File: src/rtl/ext_bus_ctrl.sv
// Half-duplex strobe controller for a tristated external data bus; all outputs registered.
// One transfer busies the port for 1+STB_CYC+1+TA_CYC cycles; req is only taken while ready is high.
module ext_bus_ctrl #(
   parameter int DW      = 8,
   parameter int STB_CYC = 4,
   parameter int TA_CYC  = 2
) (
   input  logic          clk,
   input  logic          reset_n,
   input  logic          req,
   input  logic          we,
   input  logic [DW-1:0] wdata,
   output logic          ready,
   output logic [DW-1:0] rdata,
   output logic          rvalid,
   output logic [DW-1:0] pad_o,
   output logic [DW-1:0] pad_t,
   input  logic [DW-1:0] pad_i,
   output logic          strb_n,
   output logic          rw
);

   localparam int MAXC = (STB_CYC > TA_CYC) ? STB_CYC : TA_CYC;
   localparam int CW   = $clog2(MAXC) + 1;
   localparam logic [CW-1:0] STB_LD = CW'(STB_CYC - 1);
   localparam logic [CW-1:0] TA_LD  = CW'(TA_CYC - 1);

   typedef enum logic [2:0] {IDLE, SETUP, STROBE, HOLD, TURN} state_t;

   state_t        state_q, state_d;
   logic [CW-1:0] cnt_q, cnt_d;
   logic          we_q, we_d;
   logic          ready_q, ready_d;
   logic [DW-1:0] rdata_q, rdata_d;
   logic          rvalid_q, rvalid_d;
   logic [DW-1:0] pad_o_q, pad_o_d;
   logic [DW-1:0] pad_t_q, pad_t_d;
   logic          strb_n_q, strb_n_d;
   logic          rw_q, rw_d;

   // Outputs are registered, so each branch sets the values for the state being entered.
   always_comb begin
      state_d  = state_q;
      cnt_d    = cnt_q;
      we_d     = we_q;
      ready_d  = ready_q;
      rdata_d  = rdata_q;
      rvalid_d = 1'b0;
      pad_o_d  = pad_o_q;
      pad_t_d  = pad_t_q;
      strb_n_d = strb_n_q;
      rw_d     = rw_q;
      case (state_q)
         IDLE: begin
            if (req) begin
               state_d = SETUP;
               we_d    = we;
               ready_d = 1'b0;
               rw_d    = ~we;
               if (we) begin
                  pad_o_d = wdata;
                  pad_t_d = '0;
               end
            end
         end
         SETUP: begin
            state_d  = STROBE;
            cnt_d    = STB_LD;
            strb_n_d = 1'b0;
         end
         STROBE: begin
            if (cnt_q == '0) begin
               state_d  = HOLD;
               strb_n_d = 1'b1;
               if (!we_q) begin
                  rdata_d  = pad_i;
                  rvalid_d = 1'b1;
               end
            end else begin
               cnt_d = cnt_q - CW'(1);
            end
         end
         HOLD: begin
            state_d = TURN;
            cnt_d   = TA_LD;
            pad_t_d = '1;
            pad_o_d = '0;
            rw_d    = 1'b1;
         end
         TURN: begin
            if (cnt_q == '0) begin
               state_d = IDLE;
               ready_d = 1'b1;
            end else begin
               cnt_d = cnt_q - CW'(1);
            end
         end
         default: begin
            state_d  = IDLE;
            ready_d  = 1'b1;
            pad_t_d  = '1;
            pad_o_d  = '0;
            strb_n_d = 1'b1;
            rw_d     = 1'b1;
         end
      endcase
   end

   always_ff @(posedge clk or negedge reset_n) begin
      if (!reset_n) begin
         state_q  <= IDLE;
         cnt_q    <= '0;
         we_q     <= 1'b0;
         ready_q  <= 1'b1;
         rdata_q  <= '0;
         rvalid_q <= 1'b0;
         pad_o_q  <= '0;
         pad_t_q  <= '1;
         strb_n_q <= 1'b1;
         rw_q     <= 1'b1;
      end else begin
         state_q  <= state_d;
         cnt_q    <= cnt_d;
         we_q     <= we_d;
         ready_q  <= ready_d;
         rdata_q  <= rdata_d;
         rvalid_q <= rvalid_d;
         pad_o_q  <= pad_o_d;
         pad_t_q  <= pad_t_d;
         strb_n_q <= strb_n_d;
         rw_q     <= rw_d;
      end
   end

   assign ready  = ready_q;
   assign rdata  = rdata_q;
   assign rvalid = rvalid_q;
   assign pad_o  = pad_o_q;
   assign pad_t  = pad_t_q;
   assign strb_n = strb_n_q;
   assign rw     = rw_q;

endmodule

File: config.mk
export PLATFORM = sky130hd
export DESIGN_NAME = ext_bus_ctrl
export DESIGN_NICKNAME = d
export VERILOG_FILES = /design/src/rtl/ext_bus_ctrl.sv
export SDC_FILE = /design/constraint.sdc
export NUM_CORES = 1
export LEC_CHECK = 0
export BUFFER_PORTS_ARGS = -buffer_cell sky130_fd_sc_hd__buf_4
export CAP_MARGIN = 20
export CORE_ASPECT_RATIO = 1.1
export CORE_MARGIN = 2
export CORE_UTILIZATION = 30
export CTS_CLUSTER_DIAMETER = 120
export DETAILED_ROUTE_END_ITERATION = 6
export PLACE_DENSITY = 0.56
export SYNTH_ARGS = -nofsm -noshare
export SYNTH_HDL_FRONTEND = slang
export SYNTH_SLANG_ARGS = --single-unit
File: constraint.sdc
create_clock -name clk -period 4.8 [get_ports clk]
set_clock_uncertainty 0.05 [all_clocks]
set_input_delay 0.96 -clock clk [delete_from_list [all_inputs] [get_ports clk]]
set_output_delay 0.96 -clock clk [all_outputs]
set_load 0.005 [all_outputs]
==> results.json <==
{
  "peakVddDrop_v": 0.000184,
  "drv_cap": 0,
  "first_global_vias": 1052,
  "crit_start": "pad_t[6]",
  "htreeDepth": 1,
  "clkSlewWorstSetupHoldPaths_ns": 0.10,
  "n_antenna_cell": 0,
  "cp_cell_sequence": "buf_4",
  "cp_top_family": "flip-flops",
  "use_met3_pct": 1.32,
  "p_seq_share_pct": 41.6,
  "p_switching_mw": 0.409,
  "drc": 0,
  "critical_path.max_stage_delay_ns": 0.61,
  "post-route-min-period_ns": 2.03,
  "portBuffers": 47,
  "vias": 1044,
  "fin_crit_sh_pct": 42.2,
  "required_ns": 3.79,
  "clockPowerShare_pct": 15.9,
  "fin_nets": 177,
  "powerDensity_nw_per_um2": 654,
  "finalHoldViolations": 0,
  "antenna_found_initial": 0,
  "yosys_warnings": 0,
  "max_slew_margin_pct": 52.3,
  "cts_buffers": 3,
  "mappedNetlistNets": 140,
  "clockBufferDepth": 2,
  "cts_hold_buf": 0,
  "synth-edff-count": 0,
  "root_buffer": "clkbuf_8",
  "gr-usage-met1_pct": 13.2,
  "drive_gt1_share_pct": 43.5,
  "cts_setup_buffers": 0,
  "rrSetupSlack_ns": 2.81,
  "postRouteAntennaNets": 0,
  "place.gp.congestion": 0.726,
  "wire_per_inst_um": 14.0,
  "cts-resized-gates": 0,
  "crit_end": "pad_t[2]",
  "fin_hold_ws_ns": 0.464,
  "crit_path_top_delay_cell": "dfstp_2",
  "area_growth_pct": 28.1,
  "cp_num_buf_inv": 1,
  "syn_area_sq_um": 1400,
  "setup_viol": 0,
  "grt_pass1_wl_mm": 4.69,
  "grt_max_degree": 29,
  "cts_tree": "done",
  "synthFlopType": "dfrtp_1",
  "syn-instance-count": 118,
  "power.leakage_nw": 0.844,
  "cts.sinks": 28,
  "setup_tns_ns": 0,
  "start_util_pct": 30.6,
  "critPathKind": "flip-flop to output port",
  "ys_ff_latch": 28,
  "globalRouteMet2Util_pct": 20.3,
  "die_h_um": 75.5,
  "core_sq_um": 4550,
  "critical_path_peak_fanout": 9,
  "maxSlewViolCount": 0,
  "startpoint_type": "flip-flop",
  "endpoint_kind": "output port",
  "dpl.hpwl_mm": 2.15,
  "r2r.worst_path.cells": 5,
  "grt.total_usage_pct": 10.9,
  "rows": 26,
  "rr_startpoint": "cnt_q[0]",
  "grt_busiest_layer": "met2",
  "wl_mm": 2.94,
  "firstDrtPassIters": 4,
  "grt_setup_unrepaired": "false",
  "status": "complete, no violations",
  "viasPerCell": 4.97,
  "fmaxAchievable_mhz": 493,
  "cp_num_cells": 1,
  "die-area_sq_um": 5210,
  "switching_share_pct": 35.0,
  "drt_first_iter_violations": 43,
  "io_pins": 48,
  "fillers": 447,
  "p_comb_share_pct": 42.6,
  "internal-power_mw": 0.759,
  "synth-async-reset-ratio_pct": 100,
  "ys_types": 42,
  "worst_pin_slew_ns": 0.715,
  "min_path_type": "flip-flop to flip-flop",
  "avgSynthCellArea_sq_um": 11.8,
  "ys_seq_area_share_pct": 50.6,
  "r2r-end": "rdata[0]",
  "clkLatencyLatePin_ns": 0.27,
  "dieWidth_um": 69.0,
  "crit_arrival_ns": 1.02,
  "overflow": 0
}
==> registers in the layout (all words and copies together) (netlist names) <==
| name | count |
|---|---|
| state_q | 3 |
| pad_o | 8 |
| ready | 1 |
| strb_n | 1 |
| pad_t | 1 |
| rdata | 8 |
| rw | 1 |
| we_q | 1 |
| rvalid | 1 |
| cnt_q | 3 |
==> logic make-up after synthesis <==
kind of cell | share of synthesized area, %
xor+xnor | 1.26
fa+ha+maj | 2.51
compound gates | 15.0
simple gates | 13.8
buf+inv | 8.97
flops | 50.6
mux | 7.89
==> worst min path at each step <==
stage / startpoint / endpoint / cells past startpoint
after global routing: rdata[4] / rdata[4] / 1
after detailed placement: pad_o[5] / pad_o[5] / 1
final: rdata[2] / rdata[2] / 1
after floorplan: pad_o[0] / pad_o[0] / 1
after CTS: rdata[4] / rdata[4] / 1
after global placement: rdata[0] / rdata[0] / 1
==> cells in the mapped netlist (2+ instances only) <==
| library cell | instances | area share [%] |
|---|---|---|
| nand2_1 | 3 | 0.81 |
| buf_4 | 9 | 4.8 |
| ha_1 | 2 | 1.8 |
| nor2b_1 | 2 | 0.90 |
| o21ai_0 | 2 | 0.72 |
| buf_2 | 4 | 1.4 |
| o22ai_1 | 2 | 0.90 |
| dfrtp_1 | 24 | 43 |
| mux2_2 | 8 | 6.5 |
| a22o_1 | 8 | 5.0 |
| nor3_1 | 4 | 1.4 |
| xnor2_1 | 2 | 1.3 |
| dfstp_2 | 4 | 7.5 |
| nor3b_1 | 3 | 1.6 |
| mux2i_1 | 2 | 1.4 |
| and3_1 | 3 | 1.3 |
| nor4_1 | 2 | 0.90 |
| a21oi_1 | 2 | 0.72 |
| nor2_1 | 4 | 1.1 |
| inv_1 | 6 | 1.6 |
==> cells in the final DEF (no fill, tap or decap), types with 2 or more instances in the layout <==
cell type and n:
nor3_1 4, dfrtp_1 24, inv_1 6, nor4_1 2
nor3b_1 3, a22o_1 8, buf_4 47, mux2i_1 2
mux2_2 8, nor2b_1 2, o22ai_1 2, dfstp_2 4
clkbuf_8 3, nand2_1 3, ha_1 2, o21ai_0 2
nor2_1 4, a21oi_1 2, and3_1 3, xnor2_1 2
==> through the flow <==
| stage | setup WS [ns] | cells | utilization, % | power, mW | cell area (sq um) |
|---|---|---|---|---|---|
| 2_1_floorplan | 2.96 | 118 | - | 0.816 | 1400 |
| 3_3_place_gp | 2.71 | 206 | 37.7 | 0.965 | 1720 |
| 3_5_place_dp | 2.65 | 206 | 37.7 | 0.991 | 1720 |
| 4_1_cts | 2.75 | 210 | 39.2 | 1.18 | 1790 |
| 5_1_grt | 2.66 | 210 | 39.2 | 1.26 | 1790 |
| 6_report | 2.77 | 210 | 39.2 | 1.17 | 1790 |
==> power groups by stage <==
stage | Sequential (mW) | Clock, mW | Combinational (mW)
2_1_floorplan | 0.421 | 0 | 0.395
3_3_place_gp | 0.480 | 0 | 0.484
3_5_place_dp | 0.487 | 0 | 0.503
4_1_cts | 0.485 | 0.190 | 0.504
5_1_grt | 0.508 | 0.201 | 0.551
6_report | 0.486 | 0.185 | 0.497
==> layout make-up <==
class	instances	area [sq um]	share of cell area [%]
sequential	28	706	39.5
multi-input combinational	69	564	31.6
timing repair buffer	47	353	19.7
tap	56	70.1	3.92
clock buffer	3	41.3	2.31
clock inverter	1	30.0	1.68
inverter	6	22.5	1.26
==> routing by layer <==
metal | vias to the layer above | wire, um
met1 | 524 | 1230
met4 | 0 | 20
met5 | - | 0
met2 | 28 | 1590
met3 | 2 | 95
li1 | 490 | -
(Power assumes the default switching activity.)
